--- src/rtl/mips_ctrl_pkg.sv ---
// Shared encodings for the multi-cycle MIPS control FSM: ALU codes, opcodes,
// funct values, FSM states and the select/cause encodings it drives.
package mips_ctrl_pkg;

    localparam logic [3:0] ALU_AND  = 4'd0;
    localparam logic [3:0] ALU_OR   = 4'd1;
    localparam logic [3:0] ALU_ADD  = 4'd2;
    localparam logic [3:0] ALU_SLT  = 4'd3;
    localparam logic [3:0] ALU_ADDU = 4'd4;
    localparam logic [3:0] ALU_SLL  = 4'd5;
    localparam logic [3:0] ALU_SUB  = 4'd6;
    localparam logic [3:0] ALU_SLTU = 4'd7;

    localparam logic [5:0] OP_RTYPE = 6'h00;
    localparam logic [5:0] OP_J     = 6'h02;
    localparam logic [5:0] OP_BEQ   = 6'h04;
    localparam logic [5:0] OP_BNE   = 6'h05;
    localparam logic [5:0] OP_ADDI  = 6'h08;
    localparam logic [5:0] OP_ADDIU = 6'h09;
    localparam logic [5:0] OP_SLTI  = 6'h0A;
    localparam logic [5:0] OP_SLTIU = 6'h0B;
    localparam logic [5:0] OP_ANDI  = 6'h0C;
    localparam logic [5:0] OP_ORI   = 6'h0D;
    localparam logic [5:0] OP_LW    = 6'h23;
    localparam logic [5:0] OP_SW    = 6'h2B;

    localparam logic [5:0] FN_SLL  = 6'h00;
    localparam logic [5:0] FN_ADD  = 6'h20;
    localparam logic [5:0] FN_ADDU = 6'h21;
    localparam logic [5:0] FN_SUB  = 6'h22;
    localparam logic [5:0] FN_SUBU = 6'h23;
    localparam logic [5:0] FN_AND  = 6'h24;
    localparam logic [5:0] FN_OR   = 6'h25;
    localparam logic [5:0] FN_SLT  = 6'h2A;
    localparam logic [5:0] FN_SLTU = 6'h2B;

    localparam logic [1:0] PC_ALU    = 2'd0;
    localparam logic [1:0] PC_ALUOUT = 2'd1;
    localparam logic [1:0] PC_JUMP   = 2'd2;

    localparam logic [1:0] SRCB_RT    = 2'd0;
    localparam logic [1:0] SRCB_FOUR  = 2'd1;
    localparam logic [1:0] SRCB_IMM   = 2'd2;
    localparam logic [1:0] SRCB_IMMSH = 2'd3;

    localparam logic [1:0] CAUSE_NONE = 2'd0;
    localparam logic [1:0] CAUSE_OVF  = 2'd1;
    localparam logic [1:0] CAUSE_RI   = 2'd2;

    typedef enum logic [3:0] {
        S_IDLE, S_FETCH, S_DECODE, S_MEMADR, S_MEMRD, S_MEMWB,
        S_MEMWR, S_EXEC, S_WB, S_BRANCH, S_JUMP, S_TRAP
    } state_e;

    // What the ALU is being used for in the current state
    typedef enum logic [1:0] {CLS_NONE, CLS_ADDU, CLS_SUB, CLS_EXEC} alu_cls_e;

endpackage

--- src/rtl/alu_ctrl_dec.sv ---
// ALU operation decode: maps the state class plus opcode/funct to an ALU code,
// flags ops whose signed overflow must trap, and flags unknown encodings.
module alu_ctrl_dec
    import mips_ctrl_pkg::*;
(
    input  alu_cls_e   cls,
    input  logic [5:0] opcode,
    input  logic [5:0] funct,
    output logic [3:0] alu_ctrl,
    output logic       ovf_check,
    output logic       illegal
);

    always_comb begin
        alu_ctrl  = ALU_AND;
        ovf_check = 1'b0;
        illegal   = 1'b0;
        case (cls)
            CLS_ADDU: alu_ctrl = ALU_ADDU;
            CLS_SUB:  alu_ctrl = ALU_SUB;
            CLS_EXEC: begin
                if (opcode == OP_RTYPE) begin
                    case (funct)
                        FN_ADD:  begin alu_ctrl = ALU_ADD; ovf_check = 1'b1; end
                        FN_ADDU: alu_ctrl = ALU_ADDU;
                        FN_SUB:  begin alu_ctrl = ALU_SUB; ovf_check = 1'b1; end
                        FN_SUBU: alu_ctrl = ALU_SUB;
                        FN_AND:  alu_ctrl = ALU_AND;
                        FN_OR:   alu_ctrl = ALU_OR;
                        FN_SLT:  alu_ctrl = ALU_SLT;
                        FN_SLTU: alu_ctrl = ALU_SLTU;
                        FN_SLL:  alu_ctrl = ALU_SLL;
                        default: illegal = 1'b1;
                    endcase
                end else begin
                    case (opcode)
                        OP_ADDI:  begin alu_ctrl = ALU_ADD; ovf_check = 1'b1; end
                        OP_ADDIU: alu_ctrl = ALU_ADDU;
                        OP_SLTI:  alu_ctrl = ALU_SLT;
                        OP_SLTIU: alu_ctrl = ALU_SLTU;
                        OP_ANDI:  alu_ctrl = ALU_AND;
                        OP_ORI:   alu_ctrl = ALU_OR;
                        default:  illegal = 1'b1;
                    endcase
                end
            end
            default: ;
        endcase
    end

endmodule

--- src/rtl/mips_mc_ctrl.sv ---
// Multi-cycle MIPS control FSM. Outputs decode from the state register.
// MIPS_MC_CTRL_TRAP_EN enables overflow / reserved-instruction traps.
module mips_mc_ctrl
    import mips_ctrl_pkg::*;
#(
    parameter logic [1:0] EXC_VEC_SEL = 2'd3,
    parameter int         RETIRE_W    = 16
) (
    input  logic                clk,
    input  logic                rst_n,
    input  logic [5:0]          opcode,
    input  logic [5:0]          funct,
    input  logic                alu_ze,
    input  logic                alu_ovf,
    input  logic                mem_ready,
    output logic [3:0]          alu_ctrl,
    output logic                alusrc_a,
    output logic [1:0]          alusrc_b,
    output logic                iord,
    output logic                mem_read,
    output logic                mem_write,
    output logic                ir_write,
    output logic                reg_write,
    output logic                reg_dst,
    output logic                mem_to_reg,
    output logic                pc_write,
    output logic [1:0]          pc_src,
    output logic                exc,
    output logic [1:0]          exc_cause,
    output logic [RETIRE_W-1:0] retired
);

    state_e   state, state_n;
    alu_cls_e cls;
    logic     ovf_check, illegal;

    always_comb begin
        case (state)
            S_FETCH, S_DECODE, S_MEMADR: cls = CLS_ADDU;
            S_BRANCH:                    cls = CLS_SUB;
            S_EXEC:                      cls = CLS_EXEC;
            default:                     cls = CLS_NONE;
        endcase
    end

    alu_ctrl_dec u_dec (
        .cls       (cls),
        .opcode    (opcode),
        .funct     (funct),
        .alu_ctrl  (alu_ctrl),
        .ovf_check (ovf_check),
        .illegal   (illegal)
    );

`ifdef MIPS_MC_CTRL_TRAP_EN
    logic [1:0] cause_n;
`else
    logic unused_trap_in;
    assign unused_trap_in = ^{alu_ovf, ovf_check};
`endif

    always_comb begin
        state_n = state;
`ifdef MIPS_MC_CTRL_TRAP_EN
        cause_n = exc_cause;
`endif
        case (state)
            S_IDLE:   state_n = S_FETCH;
            S_FETCH:  if (mem_ready) state_n = S_DECODE;
            S_DECODE: begin
                case (opcode)
                    OP_LW, OP_SW:       state_n = S_MEMADR;
                    OP_RTYPE, OP_ADDI, OP_ADDIU, OP_SLTI,
                    OP_SLTIU, OP_ANDI, OP_ORI: state_n = S_EXEC;
                    OP_BEQ, OP_BNE:     state_n = S_BRANCH;
                    OP_J:               state_n = S_JUMP;
`ifdef MIPS_MC_CTRL_TRAP_EN
                    default: begin state_n = S_TRAP; cause_n = CAUSE_RI; end
`else
                    default: state_n = S_FETCH;
`endif
                endcase
            end
            S_MEMADR: state_n = (opcode == OP_SW) ? S_MEMWR : S_MEMRD;
            S_MEMRD:  if (mem_ready) state_n = S_MEMWB;
            S_MEMWR:  if (mem_ready) state_n = S_FETCH;
            S_EXEC: begin
`ifdef MIPS_MC_CTRL_TRAP_EN
                if (illegal) begin
                    state_n = S_TRAP; cause_n = CAUSE_RI;
                end else if (ovf_check && alu_ovf) begin
                    state_n = S_TRAP; cause_n = CAUSE_OVF;
                end else begin
                    state_n = S_WB;
                end
`else
                state_n = illegal ? S_FETCH : S_WB;
`endif
            end
            S_MEMWB, S_WB, S_BRANCH, S_JUMP, S_TRAP: state_n = S_FETCH;
            default: state_n = S_IDLE;
        endcase
    end

    // Every return to FETCH other than a fetch stall or the post-reset
    // IDLE cycle ends exactly one instruction (including NOP'd encodings).
    always_ff @(posedge clk or negedge rst_n) begin
        if (!rst_n) begin
            state   <= S_IDLE;
            retired <= '0;
        end else begin
            state <= state_n;
            if (state_n == S_FETCH && state != S_FETCH && state != S_IDLE)
                retired <= retired + 1'b1;
        end
    end

`ifdef MIPS_MC_CTRL_TRAP_EN
    always_ff @(posedge clk or negedge rst_n) begin
        if (!rst_n) exc_cause <= CAUSE_NONE;
        else        exc_cause <= cause_n;
    end
`else
    assign exc_cause = CAUSE_NONE;
`endif

    always_comb begin
        alusrc_a   = 1'b0;
        alusrc_b   = SRCB_RT;
        iord       = 1'b0;
        mem_read   = 1'b0;
        mem_write  = 1'b0;
        ir_write   = 1'b0;
        reg_write  = 1'b0;
        reg_dst    = 1'b0;
        mem_to_reg = 1'b0;
        pc_write   = 1'b0;
        pc_src     = PC_ALU;
        exc        = 1'b0;
        case (state)
            S_FETCH: begin
                mem_read = 1'b1;
                alusrc_b = SRCB_FOUR;
                ir_write = mem_ready;
                pc_write = mem_ready;
            end
            S_DECODE: alusrc_b = SRCB_IMMSH;
            S_MEMADR: begin alusrc_a = 1'b1; alusrc_b = SRCB_IMM; end
            S_MEMRD:  begin mem_read = 1'b1; iord = 1'b1; end
            S_MEMWB:  begin reg_write = 1'b1; mem_to_reg = 1'b1; end
            S_MEMWR:  begin mem_write = 1'b1; iord = 1'b1; end
            S_EXEC: begin
                alusrc_a = 1'b1;
                alusrc_b = (opcode == OP_RTYPE) ? SRCB_RT : SRCB_IMM;
            end
            S_WB: begin
                reg_write = 1'b1;
                reg_dst   = (opcode == OP_RTYPE);
            end
            S_BRANCH: begin
                alusrc_a = 1'b1;
                pc_src   = PC_ALUOUT;
                pc_write = ((opcode == OP_BEQ) && alu_ze) ||
                           ((opcode == OP_BNE) && !alu_ze);
            end
            S_JUMP: begin pc_src = PC_JUMP; pc_write = 1'b1; end
`ifdef MIPS_MC_CTRL_TRAP_EN
            S_TRAP: begin exc = 1'b1; pc_src = EXC_VEC_SEL; pc_write = 1'b1; end
`endif
            default: ;
        endcase
    end

endmodule

--- config.mk ---
export PLATFORM = sky130hd
export DESIGN_NAME = mips_mc_ctrl
export DESIGN_NICKNAME = d
export VERILOG_FILES = /design/src/rtl/mips_ctrl_pkg.sv /design/src/rtl/alu_ctrl_dec.sv /design/src/rtl/mips_mc_ctrl.sv
export SDC_FILE = /design/constraint.sdc
export NUM_CORES = 1
export LEC_CHECK = 0
export ABC_AREA = 1
export BUFFER_PORTS_ARGS = -buffer_cell sky130_fd_sc_hd__buf_2
export CORE_UTILIZATION = 49
export CTS_CLUSTER_DIAMETER = 80
export DETAILED_ROUTE_END_ITERATION = 7
export PLACE_DENSITY = 0.84
export SYNTH_ARGS = -nofsm -noshare
export SYNTH_HDL_FRONTEND = slang
export SYNTH_SLANG_ARGS = --single-unit
--- constraint.sdc ---
create_clock -name clk -period 2.9 [get_ports clk]
set_input_delay 0.435 -clock clk [delete_from_list [all_inputs] [get_ports clk]]
set_output_delay 0.435 -clock clk [all_outputs]
set_load 0.02 [all_outputs]
* Yosys cells after proc, flatten, opt, wreduce, memory -nomap -nowiden
Cells that the tools add are included.
** Storage, ports and cells
- Register bits :: 20
- Input port bits :: 17
- Word-level logic and storage cells :: 88
** Operators by class
- $add $sub $neg :: 1
- Equal/unequal tests :: 35
- Multiplexer cells :: 28
- Reductions and logical operators :: 22
** Operator list (count)
- == test 6 bit, second input constant :: 10
- == test 6 x 4 -> 1 bit, second input constant :: 6
- case mux 4 bit (7 select lines) :: 1
- case mux 3 bit (7 select lines) :: 1
- two-way mux 4 bit :: 5
- adder 16 x 1 -> 16 bit, second input constant :: 1
- == test 4 x 3 -> 1 bit, second input constant :: 4
- == test 4 bit, second input constant :: 4
- case mux 4 bit (4 select lines) :: 1
- case mux 3 bit (5 select lines) :: 1
- == test 6 x 3 -> 1 bit, second input constant :: 2
- zero test 6 bit :: 2
- two-way mux 1 bit :: 12
- case mux 4 bit (3 select lines) :: 1
- OR reduction 2 bit :: 6
- OR reduction 6 bit :: 2
- OR reduction 9 bit :: 1
- == test 4 x 1 -> 1 bit, second input constant :: 2
- == test 4 x 2 -> 1 bit, second input constant :: 2
- case mux 2 bit (4 select lines) :: 1
- OR reduction 7 bit :: 1
- == test 6 x 2 -> 1 bit, second input constant :: 1
- case mux 2 bit (3 select lines) :: 1
- OR reduction 3 bit :: 2
- 11 further kinds :: 16

* Depth between registers and ports, before layout
Gate-level depths: netlist of run 1.
- Depth after elaboration :: 10
- Gate-level depth with buffers :: 14

* Modules after synthesis
A second synthesis of run 1 with hierarchy kept.
** Second synthesis, totals
- Cells, all modules :: 285
- Area total of the unflattened synthesis :: 1799.2 um2
** By module, submodules not included
- mips_mc_ctrl :: times used 1, cells an instance 221, area an instance 1483.9 um2, sequential area each 500.5 um2
- alu_ctrl_dec :: times used 1, cells an instance 64, area an instance 315.3 um2, sequential area each 0.0 um2

* Worst setup path after synthesis of run 1
OpenSTA, ideal clock, no wires.
- Path kind :: reg-to-output
- Start :: register state[1]
- End :: output port pc_write
- Data arrival time :: 1.510 ns
- Path slack :: 0.955 ns
- Cell stages (with the launch flop) :: 6
- Path through :: dfrtp_1 > inv_2 > nand2_2 > nor2_1 > inv_1 > o221ai_1
** On the way
- Word-level cells in the longest chain between the ends :: 2
- Elaborated cells on any way between the ends :: 4
- Classes of those cells :: eq/ne: 3; mux: 1
** Ends and longest elaborated chain
- start, declared :: RTL line mips_mc_ctrl.sv:33 : state_e state, state_n;
- start signal, assigned :: RTL line mips_mc_ctrl.sv:112 : state <= state_n;
- == test 4 bit or == test 4 x 1 -> 1 bit (tied branches) :: RTL line mips_mc_ctrl.sv:140 : case (state)
- case mux 1 bit (3 select lines) (*) :: RTL line mips_mc_ctrl.sv:140
- end, declared :: RTL line mips_mc_ctrl.sv:26 : output logic pc_write,
Mark *: on every way between the ends. The rest lies on a longest branch, timed or not.

* Final worst setup path of run 1
Ends and elaborated chain as after synthesis.

==> impl_metrics.csv, run 1 <==
group,metric,value,unit
status,status,"completed",
floorplanning,dieHeight,62.13,um
worst_setup_path,critPathMaxFanout,7,
timing,hold_ws,0.04808,ns
timing,fin_crit_sh,74.32,%
yosys,yosysWarnings,0,
clock_tree,clkSinkCount,20,
yosys,synth_seq_cells,20,
timing,setup_viol,0,
timing,hold_viol,0,
worst_setup_path,required,2.47,ns
timing,fmax,0.4640,GHz
clock_tree,h-tree-depth,1,
timing,slew_headroom,65.37,%
worst_setup_path,cp_num_cells,6,
clock_tree,clk_path_buf_depth,2,
floorplanning,io_pins,53,
timing,fin_skew,0.004708,ns
timing,rsz0062_at_grt,"false",
worst_setup_path,critPathCapture,"pc_write",
global_routing,grt_pass1_wl,6727,um
clock_tree,cts_tree,"built",
place,gp_congestion,0.8502,
worst_setup_path,reg2regPathDepth,9,
worst_setup_path,worstPathBufferInverterCount,3,
finish,multi_input_area,1086,um2
worst_setup_path,max_stage_delay,0.48,ns
yosys,netlist_area,1772,um2
timing,worst_pin_slew,0.5183,ns
clock_tree,numCtsBuffers,3,
timing,final_max_slew_viol_count,0,
worst_setup_path,crit_path_start_kind,"flop",
finish,mostFrequentLayoutCells,"nand2_1 (66), buf_2 (47), nor2_1 (34), inv_1 (30), dfrtp_1 (20)",
worst_setup_path,cp_cell_sequence,"inv_2, nand2_2, nor2_1, inv_1, o221ai_1, buf_2",
power,p_leak,1.164,nW
timing,fin_setup_tns,0,ns
worst_setup_path,worst-endpoint-arrival,1.72,ns
clock_tree,clk_pin_slew_worst_paths,0.12,ns
worst_setup_path,critPathSlowestCell,"dfrtp_1",
finish,fin_util,60.50,%
clock_tree,clkLatencyLatePin,0.31,ns
clock_tree,hold_buffers,0,
floorplanning,rows,21,
detailed_routing,drcViolationCount,0,
detailed_routing,wl_per_cell,10.68,um
finish,drive_gt1_share,24.92,%
clock_tree,cts_root_buf,"clkbuf_4",
floorplanning,die_w,62.13,um
flow_run,drv_cap,0,
finish,fin_nets,324,
worst_setup_path,critPathTopFamily,"flip-flops",
global_routing,antenna_found_initial,0,
power,p_per_area,662.3,nW/um2
clock_tree,post_cts_buffers,0,
finish,final-seq-area,500.5,um2
finish,antenna_cells,0,
worst_setup_path,path_class,"flop to primary output",
floorplanning,dieArea,3860,um2
clock_tree,post_cts_resized,0,
worst_setup_path,ff2ff_setup_slack,0.76,ns
yosys,syn_inst,259,
power,total_power,1.358,mW
place,place_area,2014,um2
worst_setup_path,reg2reg_to,"retired[15]",
worst_setup_path,cp-startpoint,"state[1]",
yosys,synth_area_per_cell,6.841,um2
finish,syn_to_final_growth,15.75,%
worst_setup_path,r2r-start,"state[0]",
min_path,min_path_type,"primary input to async pin",
place,port_buffers,47,
floorplanning,core_area,3390,um2
place,dp_hpwl,2882,um
yosys,ys_seq_area_share,28.25,%
yosys,yosys.cell_types.count,38,
global_routing,overflow,0,
detailed_routing,ant_nets,0,
global_routing,grt_max_degree,21,
power,ir_worst_vdd,0.0004396,V
global_routing,grt_pass1_vias,1577,
detailed_routing,wirelength,3748,um
timing,fin_crit,2.155,ns
detailed_routing,dr.pass1.iters,4,
finish,n_fill_cell,325,
floorplanning,initial_core_util,52.27,%
detailed_routing,drt_iter0_markers,144,
worst_setup_path,end_kind,"primary output",
finish,mostFrequentLayoutCell,"nand2_1",
detailed_routing,viasPerCell,5.125,
finish,final_area,2051,um2
detailed_routing,dr_total_vias,1799,
global_routing,grt_usage,21.21,%
-- through the flow --
stage	setup slack (ns)	instances
floorplan	0.9554	262
global placement	0.6852	347
detailed placement	0.6409	347
CTS	0.7603	351
global route	0.6063	351
finish	0.7447	351
-- worst min path at each step --
stage	startpoint	to	slack, ns
after floorplan	rst_n	retired[0]	0.14
after global placement	rst_n	retired[7]	0.40
after detailed placement	rst_n	retired[15]	0.40
after CTS	rst_n	retired[13]	0.06
after global routing	rst_n	retired[13]	0.07
final	rst_n	retired[13]	0.05
-- Yosys cell counts, drive strengths merged --
library cell	number	area share (%)
nand2	72	16
o221ai	1	0.49
ha	1	0.71
o21ai	7	2.0
nand3b	1	0.42
o22ai	1	0.35
conb	1	0.21
xor2	10	4.9
nor2	38	9.7
a31oi	1	0.35
buf	9	3.9
nand3	21	7.8
o211ai	2	0.85
dfrtp	20	28
inv	33	7.0
o21bai	1	1.1
nand4	21	8.1
a211oi	1	0.42
clkinv	1	0.21
o31ai	1	0.42
a21oi	4	1.8
nor3b	1	0.71
nor3	6	1.7
xnor2	4	2.0
or2	1	0.35
-- where the power goes --
group / internal [mW] / switching, mW
Sequential: 0.321 / 0.0648
Combinational: 0.248 / 0.559
Clock: 0.0767 / 0.0886
Total: 0.646 / 0.712
-- cells by family (layout without fill, tap and decap cells) --
family / Yosys count / after routing / synth area share, %
simple gates: 161 / 161 / 45.13
buf+inv: 43 / 86 / 11.09
flops: 20 / 20 / 28.25
compound gates: 19 / 19 / 7.698
xor+xnor: 14 / 14 / 6.920
fa+ha+maj: 1 / 1 / 0.7061
other cells: 1 / 4 / 0.2117
-- flip-flops by register name, summed over array words and instances (netlist names) --
| register | cells |
|---|---|
| state | 4 |
| retired | 16 |
-- layout make-up --
cell class	instances	area share, %
clock buffers	4	1.769
inverters	34	6.223
multi-input cells	199	52.96
flip-flops and latches	20	24.41
well taps	46	2.807
repair buffers	48	11.84
-- routing by layer --
| layer | share of wire [%] | wire length [um] | GRT usage, % |
|---|---|---|---|
| met2 | 44 | 1664 | 35.30 |
| met1 | 50 | 1878 | 28.39 |
| met5 | 0 | 0 | 0 |
| met3 | 4.6 | 174 | 3.860 |
| met4 | 0.83 | 31 | 5.233 |
Note: power is estimated with default switching activity, not from simulation.
==> run 2, diff against run 1 <==
clock period = 2.21 ns   (was 2.9 ns; I/O delays follow)
==> run 2 against run 1 <==
Non-clock buffer count rose by 4. Via count fell by 1.0%. Highest routed layer unchanged. Sequential power rose by 31%. Largest power group unchanged. Clock power barely moved.
==> impl_metrics.csv, run 2 (synthesis gave the netlist of run 1 again) <==
group,metric,value,unit
floorplanning,die_w,62.13,um
flow_run,drv_cap,0,
timing,setup_viol,0,
worst_setup_path,r2r-start,"state[0]",
place,dp_hpwl,3010,um
finish,syn_to_final_growth,16.81,%
timing,fin_crit,2.050,ns
floorplanning,io_pins,53,
place,port_buffers,47,
status,status,"completed",
finish,antenna_cells,0,
power,ir_worst_vdd,0.0005278,V
clock_tree,h-tree-depth,1,
floorplanning,initial_core_util,52.27,%
floorplanning,rows,21,
worst_setup_path,worst-endpoint-arrival,1.72,ns
timing,final_max_slew_viol_count,0,
finish,fin_nets,328,
timing,hold_ws,0.5023,ns
timing,fin_skew,0.005410,ns
finish,largest-register,"retired",
clock_tree,clk_pin_slew_worst_paths,0.10,ns
finish,final_area,2069,um2
detailed_routing,drt_iter0_markers,132,
global_routing,grt_usage,21.15,%
global_routing,overflow,0,
clock_tree,post_cts_buffers,0,
timing,fin_crit_sh,92.74,%
detailed_routing,ant_nets,0,
detailed_routing,dr_total_vias,1781,
timing,fin_ws,0.1605,ns
place,post-place-ws,0.3398,ns
global_routing,antenna_found_initial,0,
clock_tree,numCtsBuffers,3,
clock_tree,clkLatencyLatePin,0.30,ns
clock_tree,clkSinkCount,20,
worst_setup_path,reg2reg_to,"retired[3]",
clock_tree,clk_path_buf_depth,2,
floorplanning,core_area,3390,um2
worst_setup_path,end_kind,"primary output",
power,p_per_area,867.5,nW/um2
clock_tree,cts_tree,"built",
floorplanning,dieHeight,62.13,um
finish,largest_reg_flops,16,
detailed_routing,wl_per_cell,10.88,um
finish,mostFrequentLayoutCell,"nand2_1",
finish,drive_gt1_share,25.32,%
detailed_routing,drcViolationCount,0,
worst_setup_path,path_class,"flop to primary output",
global_routing,grt_pass1_wl,6831,um
global_routing,grt_pass1_vias,1592,
worst_setup_path,reg2regPathDepth,10,
floorplanning,dieArea,3860,um2
worst_setup_path,crit_path_start_kind,"flop",
worst_setup_path,cp-startpoint,"state[2]",
timing,fin_setup_tns,0,ns
worst_setup_path,required,1.88,ns
place,gp_congestion,0.8875,
global_routing,grt_max_degree,21,
worst_setup_path,ff2ff_setup_slack,0.34,ns
finish,reg.largest.list,"retired (16), state (4)",
clock_tree,cts_root_buf,"clkbuf_4",
timing,hold_viol,0,
place,place_area,2037,um2
power,p_leak,1.175,nW
finish,mostFrequentLayoutCells,"nand2_1 (66), buf_2 (47), nor2_1 (34), inv_1 (30), dfrtp_1 (20)",
timing,fmax,0.4879,GHz
min_path,min_path_type,"primary input to async pin",
timing,rsz0062_at_grt,"false",
detailed_routing,viasPerCell,5.031,
worst_setup_path,critPathCapture,"pc_write",
finish,n_fill_cell,317,
detailed_routing,wirelength,3851,um
worst_setup_path,critPathMaxFanout,4,
detailed_routing,dr.pass1.iters,4,
run 2: changes by cell type in the layout (fill, tap and decap cells not counted), sizes merged:
cell / change
buf: +3
clkbuf: -1
dlygate4sd3: +1
run 2: worst max-delay path, stage by stage, from the launching register on:
cell and delay [ns]:
dfrtp_1 0.41, inv_1 0.13, nand2_1 0.13, nor2_1 0.28, inv_1 0.10, o221ai_1 0.18
buf_2 0.19
run 2: final cells by class:
class	count	area (um2)	share of cell area [%]
Multi-Input combinational cell	199	1086	52.48
Inverter	34	127.6	6.167
Sequential cell	20	500.5	24.18
Clock buffer	3	22.52	1.088
Tap cell	46	57.56	2.781
Timing Repair Buffer	52	275.3	13.30
run 2: power by group:
part           switching (mW)  internal (mW)  total, mW
Combinational           0.739          0.381       1.12
Clock                   0.105         0.0637      0.168
Sequential             0.0850          0.422      0.507
run 2: timing repair:
action / CTS / global route
hold buffers: 1 / 0
gates resized for setup: 0 / 0
endpoints found under the hold margin: 20 / 0
run 2: per-layer routing:
layer / global-route usage (%) / routed length, um / up-vias
met5: 0 / 0 / -
met2: 34.34 / 1692 / 57
li1: - / - / 941
met4: 3.198 / 13 / 0
met1: 29.42 / 1913 / 781
met3: 4.596 / 230 / 2
run 2: metrics by stage:
step	cells	total power, mW	util (%)
floorplan	262	1.355	-
finish	354	1.795	61.06
global placement	350	1.624	60.10
global route	354	1.935	61.06
CTS	354	1.799	61.06
detailed placement	350	1.634	60.10
run 2: worst min path at each step:
stage	to	slack, ns	depth (start not counted)
after floorplan	retired[0]	0.04	0
after global placement	retired[7]	0.30	1
after detailed placement	retired[15]	0.30	1
after CTS	retired[13]	0.51	2
after global routing	state[2]	0.52	5
final	retired[13]	0.50	2
==> run 3, diff against run 2 <==
clock period = 2 ns   (was 2.21 ns; I/O delays follow)
==> run 3 against run 2 <==
Via count rose by 0.62%. Register-to-register slack got worse by 0.09 ns. Clock power rose by 13%. Global-route usage fell by 0.18 points. Total power rose by 14%. Sequential share of layout area fell by 0.19 points. Clock-buffer cell count did not move. Wire length rose by 0.26%. Clock skew barely moved. Largest cell class unchanged. Highest routed layer unchanged.
==> impl_metrics.csv, run 3 (synthesis gave the netlist of run 1 again) <==
group,metric,value,unit
timing,fmax,0.5283,GHz
timing,final_max_slew_viol_count,0,
worst_setup_path,critPathMaxFanout,6,
worst_setup_path,path_class,"flop to primary output",
floorplanning,io_pins,53,
clock_tree,cts_tree,"built",
finish,largest_reg_flops,16,
floorplanning,dieArea,3860,um2
worst_setup_path,required,1.70,ns
global_routing,grt_max_degree,21,
floorplanning,core_area,3390,um2
clock_tree,clkSinkCount,20,
clock_tree,cts_root_buf,"clkbuf_4",
floorplanning,die_w,62.13,um
timing,fin_skew,0.005127,ns
finish,multi_input_area,1091,um2
global_routing,busiest_layer,"met2",
min_path,min_path_type,"primary input to async pin",
finish,n_fill_cell,310,
timing,setup_viol,0,
finish,antenna_cells,0,
clock_tree,h-tree-depth,1,
global_routing,grtUsageMet2,34.48,%
finish,mostFrequentLayoutCells,"nand2_1 (66), buf_2 (47), nor2_1 (32), inv_1 (30)",
worst_setup_path,worst-endpoint-arrival,1.59,ns
detailed_routing,viasPerCell,5.034,
timing,hold_ws,0.4790,ns
timing,fin_setup_tns,0,ns
floorplanning,rows,21,
status,status,"completed",
finish,mostFrequentLayoutCell,"nand2_1",
clock_tree,clk_path_buf_depth,2,
clock_tree,clk_pin_slew_worst_paths,0.11,ns
worst_setup_path,critPathSlowestCell,"dfrtp_1",
detailed_routing,drt_iter0_markers,130,
global_routing,antenna_found_initial,0,
finish,fin_util,61.68,%
global_routing,grt_pass1_vias,1574,
floorplanning,initial_core_util,52.27,%
global_routing,met1_usage,28.27,%
timing,hold_viol,0,
timing,fin_crit,1.893,ns
timing,rsz0062_at_grt,"false",
detailed_routing,wirelength,3861,um
global_routing,grt_pass1_wl,6713,um
worst_setup_path,max_stage_delay,0.45,ns
place,port_buffers,47,
flow_run,drv_cap,0,
place,dp_hpwl,3012,um
global_routing,grt_usage,20.97,%
timing,fin_crit_sh,94.64,%
power,p_per_area,977.4,nW/um2
detailed_routing,dr.pass1.iters,5,
finish,drive_gt1_share,26.77,%
clock_tree,clkLatencyLatePin,0.30,ns
power,ir_worst_vdd,0.0006920,V
finish,reg.largest.list,"retired (16), state (4)",
place,gp_congestion,0.8784,
finish,syn_to_final_growth,18.01,%
detailed_routing,dr_total_vias,1792,
detailed_routing,drcViolationCount,0,
clock_tree,numCtsBuffers,3,
global_routing,use_met3,4.412,%
power,p_leak,1.183,nW
detailed_routing,ant_nets,0,
global_routing,overflow,0,
worst_setup_path,crit_path_start_kind,"flop",
floorplanning,dieHeight,62.13,um
worst_setup_path,ff2ff_setup_slack,0.25,ns
clock_tree,post_cts_buffers,0,
finish,fin_nets,330,
detailed_routing,wl_per_cell,10.85,um
finish,largest-register,"retired",
finish,final-seq-area,501.7,um2
worst_setup_path,end_kind,"primary output",
worst_setup_path,cp_cell_sequence,"buf_4, nand2_2, nor2_2, inv_1, o221ai_1, buf_2",
-- run 3: worst max-delay path: cells and delay by family (launching register included) --
kind	cells	cell delay, ns
flip-flops	1	0.45
buffers and inverters	3	0.43
AND/OR/NAND/NOR	2	0.26
AO/OA/AOI/OAI	1	0.16
-- run 3: cell type report --
type / count / share of cell area, %
sequential: 20 / 24.00
inverter: 34 / 6.104
multi-input combinational: 199 / 52.18
clock buffer: 3 / 1.077
timing repair buffer: 54 / 13.88
tap: 46 / 2.753
-- run 3: through the flow --
step	total power, mW	setup slack, ns	area (um2)	std cells
floorplan	1.498	0.1904	1783	262
global placement	1.833	0.1955	2052	352
detailed placement	1.852	0.1450	2052	352
CTS	2.040	0.02875	2085	356
global route	2.194	0.009498	2091	356
finish	2.043	0.1072	2091	356
-- run 3: final timing paths --
kind,cells past startpoint,start,end
min in group clk,5,mem_ready,state[2]
worst min register to register,2,retired[1],retired[1]
max in group asynchronous,2,rst_n,state[1]
worst min-delay path,2,rst_n,retired[5]
worst max register to register,9,state[0],retired[15]
worst max-delay path,6,state[0],pc_write
-- run 3: timing repair --
action | in CTS | in global routing
endpoints found under the hold margin | 20 | 0
endpoints found under the setup margin | 0 | 4
gates resized for setup | 0 | 3
hold buffers | 1 | 0
-- run 3: where the power goes --
part	switching (mW)	total, mW	internal [mW]
logic	0.846	1.30	0.454
clock network	0.119	0.189	0.0701
registers	0.0854	0.553	0.468
-- run 3: metal layers --
| layer | up-vias | wire length [um] | share of wire (%) |
|---|---|---|---|
| met5 | - | 0 | 0 |
| met4 | 0 | 17 | 0.44 |
| met3 | 2 | 222 | 5.7 |
| met2 | 56 | 1759 | 46 |
| met1 | 793 | 1862 | 48 |
| li1 | 941 | - | - |
